**config.mk**
```make
export PLATFORM = sky130hd
export DESIGN_NAME = pstart_banner
export DESIGN_NICKNAME = d
export VERILOG_FILES = /design/src/rtl/banner_pkg.sv /design/src/rtl/frame_edge.sv /design/src/rtl/pstart_banner.sv
export SDC_FILE = /design/constraint.sdc
export NUM_CORES = 1
export LEC_CHECK = 0
export CAP_MARGIN = 20
export CORE_AREA = 2 2 102 75
export CTS_CLUSTER_SIZE = 28
export DETAILED_ROUTE_END_ITERATION = 6
export DIE_AREA = 0 0 104 77
export PLACE_DENSITY = 0.79
export SYNTH_ARGS = -nofsm -noshare
export SYNTH_HDL_FRONTEND = slang
export SYNTH_HIERARCHICAL = 1
export SYNTH_SLANG_ARGS = --single-unit
```
**constraint.sdc**
```tcl
create_clock -name Clk -period 2.8 [get_ports Clk]
set_clock_uncertainty 0.1 [all_clocks]
set_input_delay 0.56 -clock Clk [delete_from_list [all_inputs] [get_ports Clk]]
set_output_delay 0.56 -clock Clk [all_outputs]
set_load 0.05 [all_outputs]
```
**src/rtl/banner_pkg.sv**
```systemverilog
// Shared types and geometry for the "PRESS START" title banner.
package banner_pkg;

  typedef enum logic [2:0] {
    HIDDEN    = 3'd0,
    ON        = 3'd1,
    OFF       = 3'd2,
    FLASH_ON  = 3'd3,
    FLASH_OFF = 3'd4,
    DONE      = 3'd5
  } banner_state_t;

  localparam int BANNER_W = 110;
  localparam int BANNER_H = 16;

endpackage

```
**src/rtl/frame_edge.sv**
```systemverilog
// Registered single-cycle edge detector; falling edge for vsync, rising edge for the button.
module frame_edge #(
  parameter logic RST_VAL = 1'b1,
  parameter bit   RISING  = 1'b0
) (
  input  logic clk,
  input  logic rst_n,
  input  logic din,
  output logic pulse
);

  logic prev;

  // Delay the input one clock and register the selected edge as a pulse.
  always_ff @(posedge clk or negedge rst_n) begin
    if (!rst_n) begin
      prev  <= RST_VAL;
      pulse <= 1'b0;
    end else begin
      prev  <= din;
      pulse <= RISING ? (~prev & din) : (prev & ~din);
    end
  end

endmodule

```
**src/rtl/pstart_banner.sv**
```systemverilog
// Title banner renderer: two-stage coordinate-to-pixel pipeline plus blink/flash sequencer.
module pstart_banner
  import banner_pkg::*;
#(
  parameter logic [9:0] X0           = 10'd265,
  parameter logic [9:0] Y0           = 10'd300,
  parameter int         BLINK_FRAMES = 30,
  parameter int         FLASH_FRAMES = 4,
  parameter int         FLASH_COUNT  = 6
) (
  input  logic         Clk,
  input  logic         Reset_n,
  input  logic [9:0]   DrawX,
  input  logic [9:0]   DrawY,
  input  logic         VS,
  input  logic         enable,
  input  logic         start_btn,
  output logic [3:0]   rom_addr,
  input  logic [109:0] rom_data,
  output logic         pixel_on,
  output logic         start_done
);

  banner_state_t state, state_next;
  logic [5:0]    frame_cnt;
  logic [2:0]    flash_cnt, flash_next;
  logic          frame_tick, btn_edge;
  logic          visible, blink_end, flash_end;
  logic [9:0]    dx, dy;
  logic          in_box_q;
  logic [6:0]    col, bit_idx;
  logic [127:0]  rom_ext;

  frame_edge #(.RST_VAL(1'b1), .RISING(1'b0)) u_vs_edge (
    .clk(Clk), .rst_n(Reset_n), .din(VS), .pulse(frame_tick)
  );

  frame_edge #(.RST_VAL(1'b0), .RISING(1'b1)) u_btn_edge (
    .clk(Clk), .rst_n(Reset_n), .din(start_btn), .pulse(btn_edge)
  );

  // Unsigned wrap makes anything left of / above the box fail the range compare.
  assign dx      = DrawX - X0;
  assign dy      = DrawY - Y0;
  assign bit_idx = 7'd109 - col;
  assign rom_ext = {18'd0, rom_data};
  assign visible = (state == ON) || (state == FLASH_ON);

  assign blink_end = frame_tick && (frame_cnt == 6'(BLINK_FRAMES - 1));
  assign flash_end = frame_tick && (frame_cnt == 6'(FLASH_FRAMES - 1));

  // Stage 1 registers the box test and ROM address; stage 2 selects the bit.
  always_ff @(posedge Clk or negedge Reset_n) begin
    if (!Reset_n) begin
      in_box_q <= 1'b0;
      rom_addr <= 4'd0;
      col      <= 7'd0;
      pixel_on <= 1'b0;
    end else begin
      in_box_q <= (dx < 10'(BANNER_W)) && (dy < 10'(BANNER_H));
      rom_addr <= dy[3:0];
      col      <= dx[6:0];
      pixel_on <= in_box_q && visible && rom_ext[bit_idx];
    end
  end

  // Next-state logic; a button edge outranks a blink period end.
  always_comb begin
    state_next = state;
    flash_next = flash_cnt;
    if (!enable) begin
      state_next = HIDDEN;
    end else begin
      case (state)
        HIDDEN: state_next = ON;
        ON: begin
          if (btn_edge) begin
            state_next = FLASH_ON;
            flash_next = 3'd0;
          end else if (blink_end) begin
            state_next = OFF;
          end else begin
            state_next = ON;
          end
        end
        OFF: begin
          if (btn_edge) begin
            state_next = FLASH_ON;
            flash_next = 3'd0;
          end else if (blink_end) begin
            state_next = ON;
          end else begin
            state_next = OFF;
          end
        end
        FLASH_ON: begin
          if (flash_end) begin
            state_next = FLASH_OFF;
          end else begin
            state_next = FLASH_ON;
          end
        end
        FLASH_OFF: begin
          if (flash_end && (flash_cnt == 3'(FLASH_COUNT - 1))) begin
            state_next = DONE;
          end else if (flash_end) begin
            state_next = FLASH_ON;
            flash_next = flash_cnt + 3'd1;
          end else begin
            state_next = FLASH_OFF;
          end
        end
        DONE:    state_next = DONE;
        default: state_next = HIDDEN;
      endcase
    end
  end

  // State, counters and the DONE-entry pulse.
  always_ff @(posedge Clk or negedge Reset_n) begin
    if (!Reset_n) begin
      state      <= HIDDEN;
      frame_cnt  <= 6'd0;
      flash_cnt  <= 3'd0;
      start_done <= 1'b0;
    end else begin
      state      <= state_next;
      flash_cnt  <= flash_next;
      start_done <= (state_next == DONE) && (state != DONE);
      if (state_next != state) begin
        frame_cnt <= 6'd0;
      end else if (frame_tick) begin
        frame_cnt <= frame_cnt + 6'd1;
      end else begin
        frame_cnt <= frame_cnt;
      end
    end
  end

endmodule

```
==> Word-level counts from Yosys, hierarchy flattened <==
Cells that the tools add are included.
{ "word_totals": {"regBits": 30, "input_bits": 135, "out_inout_bits": 6, "wordCells": 68} }
{ "classes": {"add_sub_neg": 5, "magnitude_cmp": 3, "n_eq_ne": 14, "muxes": 17, "n_bitwise": 4, "n_reduce_logical": 13} }
{ "ops": {"columns": ["operator", "n"], "rows": [
  ["2-to-1 mux 3 bit", 7],
  ["subtractor 10 x 9 -> 10 bit, second input constant", 2],
  ["case mux 3 bit (6 select lines)", 1],
  ["== test 3 bit, second input constant", 4],
  ["2-to-1 mux 6 bit", 2],
  ["< comparator 10 x 5 -> 1 bit, second input constant", 1],
  ["< comparator 10 x 7 -> 1 bit, second input constant", 1],
  ["< comparator 7 x 8 -> 1 bit, second input constant", 1],
  ["2-to-1 mux 2 bit", 4],
  ["binary-select mux 1 bit (select 7 bit)", 1],
  ["logical AND 1 bit", 7],
  ["subtractor 7 bit, first input constant", 1],
  ["adder 6 x 1 -> 6 bit, second input constant", 1],
  ["== test 3 x 2 -> 1 bit, second input constant", 2],
  ["== test 6 x 2 -> 1 bit, second input constant", 1],
  ["== test 6 x 5 -> 1 bit, second input constant", 1],
  ["case mux 3 bit (2 select lines)", 1],
  ["AND reduction 5 bit", 1],
  ["inequality test 2 bit, second input constant", 2],
  ["nonzero test 2 bit", 2],
  ["adder 3 x 1 -> 3 bit, second input constant", 1],
  ["== test 3 x 1 -> 1 bit, second input constant", 1],
  ["logical NOT 3 bit", 1],
  ["inequality test 3 bit", 1],
  ["7 further kinds", 9]
]} }

==> Longest topological paths before layout <==
{ "logic_depth": {"ltp_word": 8, "depth_mapped": 9, "ltp_nobuf": 8} }

==> Modules after synthesis <==
Netlist, hierarchy kept.
{ "modules_own_cells": {"columns": ["module", "instances", "cells_per_inst", "area_each_um2", "seq_area_each_um2"], "rows": [
  ["pstart_banner", 1, 255, 2683.8, 650.6],
  ["frame_edge at u_vs_edge", 1, 3, 65.1, 51.3],
  ["frame_edge at u_btn_edge", 1, 3, 63.8, 50.0]
]} }

==> Least setup slack after synthesis <==
OpenSTA, ideal clock, no wires.
{ "synth_path": {"kind": "reg2reg", "from": "register col[1]", "to": "register pixel_on", "setup_ps": 92, "t_arrival_ps": 2064, "t_required_ps": 2608, "setup_slack_ps": 544, "stages_incl_launch_ff": 8, "n_path_buf": 0, "period_less_slack_ps": 2256, "path_cell_list": "dfrtp_1 -> ha_1 -> xor2_2 -> mux4_2 -> or3_1 -> o211ai_2 -> a21oi_1 -> o31ai_2"} }
{ "synth_via": {"elab_chain_cells": 4} }
{ "synth_rtl": {"columns": ["element", "line", "source"], "rows": [
  ["from (decl)", "pstart_banner.sv:31", "logic [6:0] col, bit_idx;"],
  ["from (signal assigned)", "pstart_banner.sv:62", "col <= dx[6:0];"],
  ["subtractor 7 bit", "pstart_banner.sv:45", "assign bit_idx = 7'd109 - col;"],
  ["binary-select mux 1 bit (select 7 bit)", "pstart_banner.sv:63", "pixel_on <= in_box_q && visible && rom_ext[bit_idx];"],
  ["2-to-1 mux 1 bit (implied by the code)", "pstart_banner.sv:63", null],
  ["logical AND 1 bit", "pstart_banner.sv:63", null],
  ["to (signal assigned)", "pstart_banner.sv:63", null],
  ["to (decl)", "pstart_banner.sv:20", "output logic pixel_on,"]
]} }
No other way between the ends. The select of a mux whose other input is x is not followed.
A chain may end at the register's enable or synchronous reset.

==> Final worst setup path <==
{ "layout_path": {"from": "register col[2]", "to": "register pixel_on"} }
Same word-level chain as after synthesis.

==> flow_summary.yaml <==
cts:
  cts_setup_buffers: 0
  cts_tree: "done"
  cts-root-buf: "clkbuf_8"
  cts_made_buffers: 5
  clk_latency_ps: 280
  cts_hold_buf: 0
  cts_resized: 0
  clk_pin_slew_ps: 60
  cts_buffer_depth: 2
  htreeDepth: 2
  cts_sinks: 30
finish:
  num_antenna_cells: 0
  fillerInstances: 621
  final_layout_size_suffix_gt1_share_pct: 8.50
  syn_to_final_growth_pct: 54.1
  utilization_pct: 61.7
  final_cell_area_mm2: 0.00433
  final_nets: 541
synth:
  synthTopCellsByCount: "29 x dfrtp_1, 18 x nor2_1, 17 x nand2_1"
  synth_cells: 261
  yosysTopAreaCellShare_pct: 25.8
  synth_cell_type_count: 61
  avgSynthCellArea_um2: 10.8
  synth_fp_nets: 403
  yosysWarnings: 6
  synth_edf_count: 0
  netlist_area_mm2: 0.00281
  async_flop_share_pct: 100
  yosysMostFrequentCell: "dfrtp_1"
  ys_seq_elements: 30
  ys_seq_area_share_pct: 26.7
  yosysTopAreaCell: "dfrtp_1"
  synth.area.top_cells: "dfrtp_1 26%, mux4_1 15%, mux2i_1 5.7%"
  synth_top_flop_cell: "dfrtp_1"
global_routing:
  antenna_found_initial: 0
  grt_max_degree: 31
  track_usage_pct: 19.2
  grt_pass1_vias: 2766
  gr-total-overflow: 0
  grt_pass1_wl_um: 12500
min_path:
  holdPathStages: 1
  min_from: "u_btn_edge/prev$_DFF_PN0_"
  hold_path_end: "u_btn_edge/pulse$_DFF_PN0_"
  hp-class: "reg2reg"
floorplanning:
  die_w_um: 104
  core_mm2: 0.00703
  dieHeight_um: 77
  ios: 141
  dieArea_mm2: 0.00801
  num_rows: 26
  start_util_pct: 40.0
worst_setup_path:
  setup.worst_path.class: "reg2reg"
  cp-start-kind: "register"
  worst-r2r-cell-count: 8
  critPathMaxFanout: 12
  end_kind: "register"
  rr_startpoint: "col[2]$_DFF_PN0_"
  r2r-end: "pixel_on$_DFF_PN0_"
  r2r_slack_ps: 300
  required_ps: 2890
  cp.arrival_ps: 2590
power_and_ir_drop:
  pwr-share-clk_pct: 24.2
  leakagePower_nw: 1.74
  ir_drop_uv: 174
  intPower_w: 0.00101
  switching_share_pct: 29.7
  p_seq_share_pct: 33.8
  comb_power_share_pct: 42.0
  p_per_area_mw_per_mm2: 333
  switchingPower_w: 0.000429
timing:
  period_needed_ps: 2500
  setup_tns_ps: 0
  finalMaxSlewViolations: 0
  slew_headroom_pct: 58.1
  rsz0062_at_grt: "no"
  clock.fmax_mhz: 401
  timing.final.crit_share_pct: 89.2
  hold_viol: 0
  setup_viol: 0
  worst_pin_slew_ps: 624
drt:
  wl_met1_um: 3320
  wl_per_cell_um: 15.2
  highest_layer: "met4"
  postRouteAntennaNets: 0
  first_pass_iters: 4
  met3WireLength_um: 423
  postRouteWirelength_um: 7550
  routed_via_density: 5.33
  wl_met2_um: 3670
  drt_iter0_drc: 95
  drc: 0
  vias: 2656
run_status:
  status: "complete, no violations"
place:
  dp_hpwl_um: 6250
  placed_area_mm2: 0.00424
  portBuffers: 140
  place.gp.congestion: 0.790
run:
  max_cap_viol_count: 0
## state kept, by name, summed over array words and instances, names as in the netlist
name              cells
col                   7
frame_cnt             6
rom_addr              4
flash_cnt             3
state                 3
in_box_q              1
pixel_on              1
start_done            1
u_btn_edge/prev       1
u_btn_edge/pulse      1
u_vs_edge/prev        1
u_vs_edge/pulse       1
## layer usage
| metal | vias up | global-route usage, % |
|---|---|---|
| met5 | - | 0 |
| met4 | 0 | 5.81 |
| met3 | 12 | 4.17 |
| met2 | 97 | 33.4 |
| met1 | 1257 | 23.9 |
| li1 | 1290 | - |
## placed cells by master, fill, tap and decap left out, types with 9 or more instances in the layout
cell type / n
clkdlybuf4s50_1: 140
dfrtp_1: 28
nor2_1: 18
nand2_1: 17
mux4_1: 16
mux2i_1: 16
inv_1: 10
a21oi_1: 10
nand3_1: 9
## stage by stage
step / instances / hold slack, ps / total power (W) / setup WS [ps]
after floorplan: 261 / 164 / 0.000841 / 544
after global placement: 490 / 331 / 0.00109 / 106
after detailed placement: 490 / 337 / 0.00110 / 65.0
after CTS: 498 / 352 / 0.00146 / 307
after global routing: 498 / 352 / 0.00153 / 121
final: 498 / 341 / 0.00144 / 304
## worst max path at each step
stage	start	to	slack, ps
after floorplan	col[1]$_DFF_PN0_	pixel_on$_DFF_PN0_	540
after global routing	col[2]$_DFF_PN0_	pixel_on$_DFF_PN0_	120
final	col[2]$_DFF_PN0_	pixel_on$_DFF_PN0_	300
after detailed placement	rom_data[14]	pixel_on$_DFF_PN0_	60
after global placement	rom_data[14]	pixel_on$_DFF_PN0_	110
after CTS	col[2]$_DFF_PN0_	pixel_on$_DFF_PN0_	310
## power groups by stage
| stage | clock network [W] | registers [W] | logic, W |
|---|---|---|---|
| 2_1_floorplan | 0 | 0.000494 | 0.000347 |
| 3_3_place_gp | 0 | 0.000493 | 0.000597 |
| 3_5_place_dp | 0 | 0.000495 | 0.000607 |
| 4_1_cts | 0.000361 | 0.000487 | 0.000610 |
| 5_1_grt | 0.000383 | 0.000493 | 0.000658 |
| 6_report | 0.000350 | 0.000488 | 0.000606 |
## kinds of logic after synthesis
kind of cell,after synthesis,synth area share [%]
and+or+nand+nor,87,17.3
AOI/OAI and AO/OA,56,14.3
muxes,41,27.0
DFF,30,26.7
buffers and inverters,25,6.32
xor gates and xnor gates,15,5.20
adders and majority gates,7,3.11
## final cells by class
type,count,area (um^2),area share [%]
clock buffers,7,86.3,1.99
clock inverters,1,5.00,0.115
inverters,10,37.5,0.866
multi-input cells,206,1880,43.4
flip-flops and latches,30,753,17.4
well taps,98,123,2.83
repair buffers,146,1450,33.4
## critical path, cell delays in order, from the launching register on
cell and delay, ps:
dfrtp_1 410, ha_1 540, buf_4 230, inv_1 70
o31ai_1 250, a21oi_1 80, o311ai_0 440, a21oi_1 100
o31ai_2 190
No activity file was read; power rests on OpenSTA's default activity.
